File: config.mk
export PLATFORM = sky130hd
export DESIGN_NAME = intr_ctrl
export DESIGN_NICKNAME = d
export VERILOG_FILES = /design/src/rtl/intr_ctrl.sv
export SDC_FILE = /design/constraint.sdc
export NUM_CORES = 1
export LEC_CHECK = 0
export ABC_AREA = 1
export CAP_MARGIN = 30
export CORE_MARGIN = 5
export CORE_UTILIZATION = 30
export CTS_BUF_LIST = sky130_fd_sc_hd__clkbuf_2 sky130_fd_sc_hd__clkbuf_4 sky130_fd_sc_hd__clkbuf_8
export CTS_CLUSTER_SIZE = 8
export DETAILED_ROUTE_END_ITERATION = 7
export HOLD_SLACK_MARGIN = 0.03
export PLACE_DENSITY = 0.6
export SYNTH_ARGS = -nofsm -noshare
export SYNTH_HDL_FRONTEND = slang
export SYNTH_SLANG_ARGS = --single-unit
File: constraint.sdc
create_clock -name clk -period 1.7 [get_ports clk]
set_clock_uncertainty 0.2 [all_clocks]
set_input_delay 0.34 -clock clk [delete_from_list [all_inputs] [get_ports clk]]
set_output_delay 0.34 -clock clk [all_outputs]
set_load 0.01 [all_outputs]
File: src/rtl/intr_ctrl.sv
// intr_ctrl: collects up to NSRC peripheral request lines, latches or follows
// each one, masks and prioritises them, and drives one registered CPU irq.
// Software access goes through the 2-bit AD/cs/rw peripheral bus.
module intr_ctrl #(
   parameter int unsigned NSRC = 8
) (
   input  logic            clk,
   input  logic            rst,
   input  logic [1:0]      AD,
   input  logic [7:0]      DI,
   output logic [7:0]      DO,
   input  logic            rw,
   input  logic            cs,
   input  logic [NSRC-1:0] irq_in,
   output logic            irq
);

   // Bits above NSRC are tied off so unused sources always read 0.
   localparam logic [7:0] IMPL = 8'((9'd1 << NSRC) - 9'd1);

   logic [7:0] irq_ext;
   logic [7:0] s1, s2, s3;
   logic [7:0] pend, mask, edge_mode;
   logic [7:0] active, rise, clr, pend_nxt;
   logic [2:0] idx;
   logic       any, found, wr, ack;

   // Widen the request lines to the fixed 8-bit register width.
   always_comb begin
      irq_ext = '0;
      irq_ext[NSRC-1:0] = irq_in;
   end

   assign wr     = cs & ~rw;
   assign active = pend & mask;
   assign any    = |active;
   assign rise   = s2 & ~s3;
   assign ack    = wr && (AD == 2'd3) && DI[7] && any;

   // Lowest-numbered active source wins; idx stays 0 when nothing is active.
   always_comb begin
      idx   = '0;
      found = 1'b0;
      for (int unsigned i = 0; i < 8; i++) begin
         if (active[i] && !found) begin
            idx   = 3'(i);
            found = 1'b1;
         end
      end
   end

   // Bits to clear this cycle: explicit write-1-to-clear on PEND, or ack of idx.
   // A new rising edge on the same bit overrides the clear (set wins).
   always_comb begin
      clr = '0;
      if (wr && (AD == 2'd0))
         clr = DI;
      if (ack)
         clr[idx] = 1'b1;
      pend_nxt = ((edge_mode & (rise | (pend & ~clr))) | (~edge_mode & s2)) & IMPL;
   end

   // Synchroniser, edge-detect delay, registers and the registered irq output.
   always_ff @(posedge clk or negedge rst) begin
      if (!rst) begin
         s1        <= '0;
         s2        <= '0;
         s3        <= '0;
         pend      <= '0;
         mask      <= '0;
         edge_mode <= '0;
         irq       <= 1'b0;
      end else begin
         s1   <= irq_ext & IMPL;
         s2   <= s1;
         s3   <= s2;
         pend <= pend_nxt;
         irq  <= any;
         if (wr && (AD == 2'd1))
            mask <= DI & IMPL;
         if (wr && (AD == 2'd2))
            edge_mode <= DI & IMPL;
      end
   end

   // Read mux, combinational from AD.
   always_comb begin
      unique case (AD)
         2'd0:    DO = pend;
         2'd1:    DO = mask;
         2'd2:    DO = edge_mode;
         default: DO = {any, 4'b0000, idx};
      endcase
   end

endmodule

### Word-level counts from Yosys, hierarchy flattened

Cells that the tools add are included.

| storage, ports and cells | value |
|---|---|
| register bits | 49 |
| input bits | 22 |
| output and inout bits | 9 |
| word-level logic and storage cells | 67 |

| cells by class | value |
|---|---|
| magnitude comparators | 2 |
| equality and inequality tests | 3 |
| mux-type cells | 19 |
| bitwise operators | 13 |
| reduce and logical (&&, ||, !) cells | 23 |

Operator list:

| cell | count |
|---|---|
| $and A8 B8 Y8 | 5 |
| $not A8 Y8 | 3 |
| $or A8 B8 Y8 | 3 |
| $pmux W8 S3 | 1 |
| $mux W8 | 2 |
| $mux W3 | 5 |
| $logic_and A1 B1 Y1 | 14 |
| $mux W1 | 9 |
| $reduce_or A8 Y1 | 1 |
| $logic_not A1 Y1 | 7 |
| $eq A2 B2 Y1 const B | 2 |
| $lt A3 B4 Y1 const B | 1 |
| $demux W1 S3 | 1 |
| $ge A3 B1 Y1 const B | 1 |
| $eq A2 B1 Y1 const B | 1 |
| $logic_not A2 Y1 | 1 |
| $mux W2 | 1 |
| $and A1 B1 Y1 | 1 |
| $not A1 Y1 | 1 |

### Depth between registers and ports, before layout

| depth | value |
|---|---|
| word-level depth | 34 |
| mapped depth | 10 |
| mapped depth without buffers | 10 |

### Least setup slack after synthesis

OpenSTA, ideal clock, no wires.

| path | value |
|---|---|
| path kind | register to output |
| start | register mask[0] |
| end | output DO[0] |
| data arrival time | 1.166 ns |
| data required time | 1.160 ns |
| path slack | -0.006 ns |
| stages on the path, launching flop included | 8 |
| path buffers | 0 |
| cells stage by stage | dfrtp_1 -> nand2_1 -> nand2_2 -> nor2_8 -> nand4_1 -> nor2_1 -> nor2_1 -> o21ai_1 |

| on the way | value |
|---|---|
| longest elaborated chain between the ends | 24 |
| elaborated cells between the ends (all ways) | 30 |
| those cells by class | mux: 15; bitwise: 1; reduce/logical: 14 |

RTL lines:

| element | RTL line | text |
|---|---|---|
| start, declared | 23 | `logic [7:0] pend, mask, edge_mode;` |
| start signal, assigned | 80 | `mask <= DI & IMPL;` |
| $and A8 B8 Y8 | 35 | `assign active = pend & mask;` |
| $mux W1 | 45 | `if (active[i] && !found) begin` |
| $logic_not A1 Y1 | 45 |  |
| $logic_and A1 B1 Y1 | 45 |  |
| $mux W1 | 45 |  |
| $logic_not A1 Y1 | 45 |  |
| $logic_and A1 B1 Y1 | 45 |  |
| $mux W1 | 45 |  |
| (+8 left out) | -- |  |
| $mux W1 | 45 |  |
| $logic_not A1 Y1 | 45 |  |
| $logic_and A1 B1 Y1 | 45 |  |
| $mux W1 | 45 |  |
| $logic_not A1 Y1 | 45 |  |
| $logic_and A1 B1 Y1 | 45 |  |
| $mux W3 | 45 |  |
| $pmux W8 S3 * | 88 | `unique case (AD)` |
| end, declared | 11 | `output logic [7:0] DO,` |

Every way passes the cells marked *; elsewhere a longest branch is shown, timed or not.

### Worst setup path in the final report

| path | value |
|---|---|
| start | register pend[0] |
| end | output DO[0] |

| on the way | value |
|---|---|
| longest elaborated chain between the ends | 24 |
| elaborated cells between the ends (all ways) | 30 |
| those cells by class | mux: 15; bitwise: 1; reduce/logical: 14 |

RTL lines:

| element | RTL line | text |
|---|---|---|
| start, declared | 23 |  |
| start signal, assigned | 77 | `pend <= pend_nxt;` |
| $and A8 B8 Y8 | 35 |  |
| $mux W1 | 45 |  |
| $logic_not A1 Y1 | 45 |  |
| $logic_and A1 B1 Y1 | 45 |  |
| $mux W1 | 45 |  |
| $logic_not A1 Y1 | 45 |  |
| $logic_and A1 B1 Y1 | 45 |  |
| $mux W1 | 45 |  |
| (+8 left out) | -- |  |
| $mux W1 | 45 |  |
| $logic_not A1 Y1 | 45 |  |
| $logic_and A1 B1 Y1 | 45 |  |
| $mux W1 | 45 |  |
| $logic_not A1 Y1 | 45 |  |
| $logic_and A1 B1 Y1 | 45 |  |
| $mux W3 | 45 |  |
| $pmux W8 S3 * | 88 |  |

Marks and branches as above.

==> metrics.txt <==
status finished, violations left; failing checks setup timing; final wirelength 5450 microns; vias in the first global route 1989; root buf cell clkbuf_8; Max clock buf depth 2; drt via density 4.37; post-DR wirelength/cell 12.3 microns; most frequent cell after synthesis nand2_1; global-route wire length before repair roughly 9000 microns; synthesized flop and latch total 49; final hold violation count 0; Data required, critical path 1.16 ns; Layout Cells excl Fill 442; final cell utilization of the core a little under half; GPL Wtd Cong 0.763; peak supply drop 0.350 mV; Post-Syn Nets 259; Placement Cell Area between 0.003 and 0.004 sq mm; worst skew pair latency 0.30 ns; Arr. time, crit path 1.64 ns; Mean Syn Cell Area 9.36 sq um; ant diodes 0; endpoints failing setup 15; remaining routing DRC violations 0; design area 0.00346 sq mm; DR iter-0 viols 87; share of total power in combinational logic roughly 37%; Net Switching 1.05 mW; worst slew pin tran 0.278 ns; CP Class flip-flop to output pin; count of different cell masters after synthesis 26; PD cells 1020 mW/mm^2; Inst Count DP 412; crit path time final 2.18 ns; Ys Warns 0; TritonCTS buffer count 5; sequential area share after synthesis 55.3%; drt pass-1 iters 4; Overflow after GRT 0; vias roughly 1900; Die Footprint 0.00921 sq mm; Lkg Pwr 1.73 nW; Final Cycle Share 128%; setup ws final -0.479 ns; cell count after synthesis around 240; site row count 31; mapped cell area ~0.0022 sq mm; Post-synth EDFFs 0; fraction of registers with async set/reset 100%; switching share of power 29.7%; Most used DFF post-synth dfrtp_1; Clk pwr share 24.5%; RSZ-0062 raised after global routing yes; dominant cells by area after synthesis dfrtp_1, nand2_1, o21ai_2; Max Freq 459 MHz; Layout area overhead 56.0%; share of cells above drive strength 1 46.6%; startpoint types flip-flop; internal power 2.49 mW; top cell type's share of synthesized area 55.3%; nets@finish 364; Die Y 96.0 microns; crit-path max FO 4; Die W 96.0 microns; worst slew margin relative to its limit 81.4%; CTS tree yes; largest area contributor in the netlist dfrtp_1; area of the core 0.00721 sq mm; Max-Cap Viols 0; top cells by count, synth nand2_1, dfrtp_1, inv_1; Starting Density between 30% and 40%; I/O Buffers 30; worst hold path class flip-flop to flip-flop; CTS Sinks 49; largest net degree at the start of global routing 50; number of fill cells 692; antenna-violating nets left 0; antenna violations before repair 0; GRT Overall Usage 12.8%; clk slew on worst S/H paths 0.08 ns; sequential power share 39.0%; max-slew violations 0; number of I/O pins 31; H-tree levels 2; critical path capture point type output pin; DP HPWL 3640 microns
==> cells in the final DEF, fill, tap and decap left out, drive strengths merged, types with 2 or more instances in the layout <==
cell type,synthesis,final
nand2,97,97
buf,2,80
dfrtp,49,49
inv,27,27
o21ai,19,19
clkdlybuf4s50,0,18
nand3,14,14
nor2,10,10
clkbuf,0,7
nand4,4,4
o211ai,4,4
o221ai,4,4
nor3,2,2
==> timing repair <==
| action | 4_1_cts | 5_1_grt |
|---|---|---|
| setup endpoints to repair | 17 | 16 |
| gates cloned | 0 | 0 |
| hold buffers | 1 | 0 |
| pin swaps | 17 | 17 |
| gates resized for setup | 74 | 23 |
| setup buffers | 16 | 7 |
| endpoints found under the hold margin | 49 | 0 |
==> area by class of cell <==
type                            instances  area (sq um)  area share (%)
Clock buffer                            7          90.1            2.60
Clock inverter                          1          30.0           0.868
Inverter                               28           106            3.07
Multi-Input combinational cell        158          1010            29.1
Sequential cell                        49          1230            35.4
Tap cell                               99           124            3.58
Timing Repair Buffer                  100           877            25.4
==> logic make-up (layout without fill, tap and decap cells) <==
| kind of cell | Yosys count | in the layout | synth area share (%) |
|---|---|---|---|
| buffers and inverters | 30 | 136 | 5.75 |
| AND/OR/NAND/NOR | 128 | 128 | 28.1 |
| flip-flops | 49 | 49 | 55.3 |
| AO/OA/AOI/OAI | 30 | 30 | 10.8 |
==> worst paths after layout <==
kind                       depth (start not counted)  slack (ns)           endpoint         startpoint
setup / recovery                                   9       -0.48              DO[0]  pend[0]$_DFF_PN0_
hold / removal                                     0        0.15    s2[1]$_DFF_PN0_    s1[1]$_DFF_PN0_
setup reg to reg                                  15       -0.33  pend[0]$_DFF_PN0_  pend[0]$_DFF_PN0_
hold reg to reg                                    0        0.15    s2[1]$_DFF_PN0_    s1[1]$_DFF_PN0_
max in group asynchronous                          3        0.74    s1[2]$_DFF_PN0_                rst
min in group asynchronous                          3        0.35    s1[0]$_DFF_PN0_                rst
==> registers in the layout (all words and copies together) (netlist names) <==
register / count
edge_mode: 8
s3: 8
pend: 8
s1: 8
irq: 1
mask: 8
s2: 8
==> power groups by stage <==
stage | Clock, mW | Combinational [mW] | Sequential (mW)
final | 0.867 | 1.29 | 1.38
after global routing | 0.944 | 1.41 | 1.40
after CTS | 0.897 | 1.15 | 1.38
after detailed placement | 0 | 1.01 | 1.40
after global placement | 0 | 1.00 | 1.39
after floorplan | 0 | 0.453 | 1.41
==> per-stage QoR <==
stage | worst slack (ns) | total power, mW | hold WS (ns) | TNS [ns]
finish | -0.479 | 3.54 | 0.152 | -2.60
global route | -0.575 | 3.76 | 0.159 | -3.69
floorplan | 0.0372 | 1.87 | -0.156 | 0
detailed placement | -0.870 | 2.41 | 0.135 | -14.98
CTS | -0.453 | 3.42 | 0.156 | -1.95
global placement | -0.855 | 2.39 | 0.132 | -14.83
==> critical path, stage by stage (launching register included) <==
cell and delay, ns:
dfrtp_1 0.40, nand2_2 0.12, nand2_4 0.08, nor2_8 0.13
buf_6 0.11, nand3_4 0.07, nand2_4 0.09, nor2_2 0.05
o21ai_2 0.14, buf_2 0.15
==> metal layers <==
layer / wire (microns) / track usage (%) / vias to the layer above
met5: 0 / 0 / -
met3: 252 / 2.74 / 8
met2: 2640 / 20.9 / 36
li1: - / - / 975
met1: 2460 / 16.7 / 911
met4: 96 / 4.38 / 0
Power figures use the tool's default switching activity.
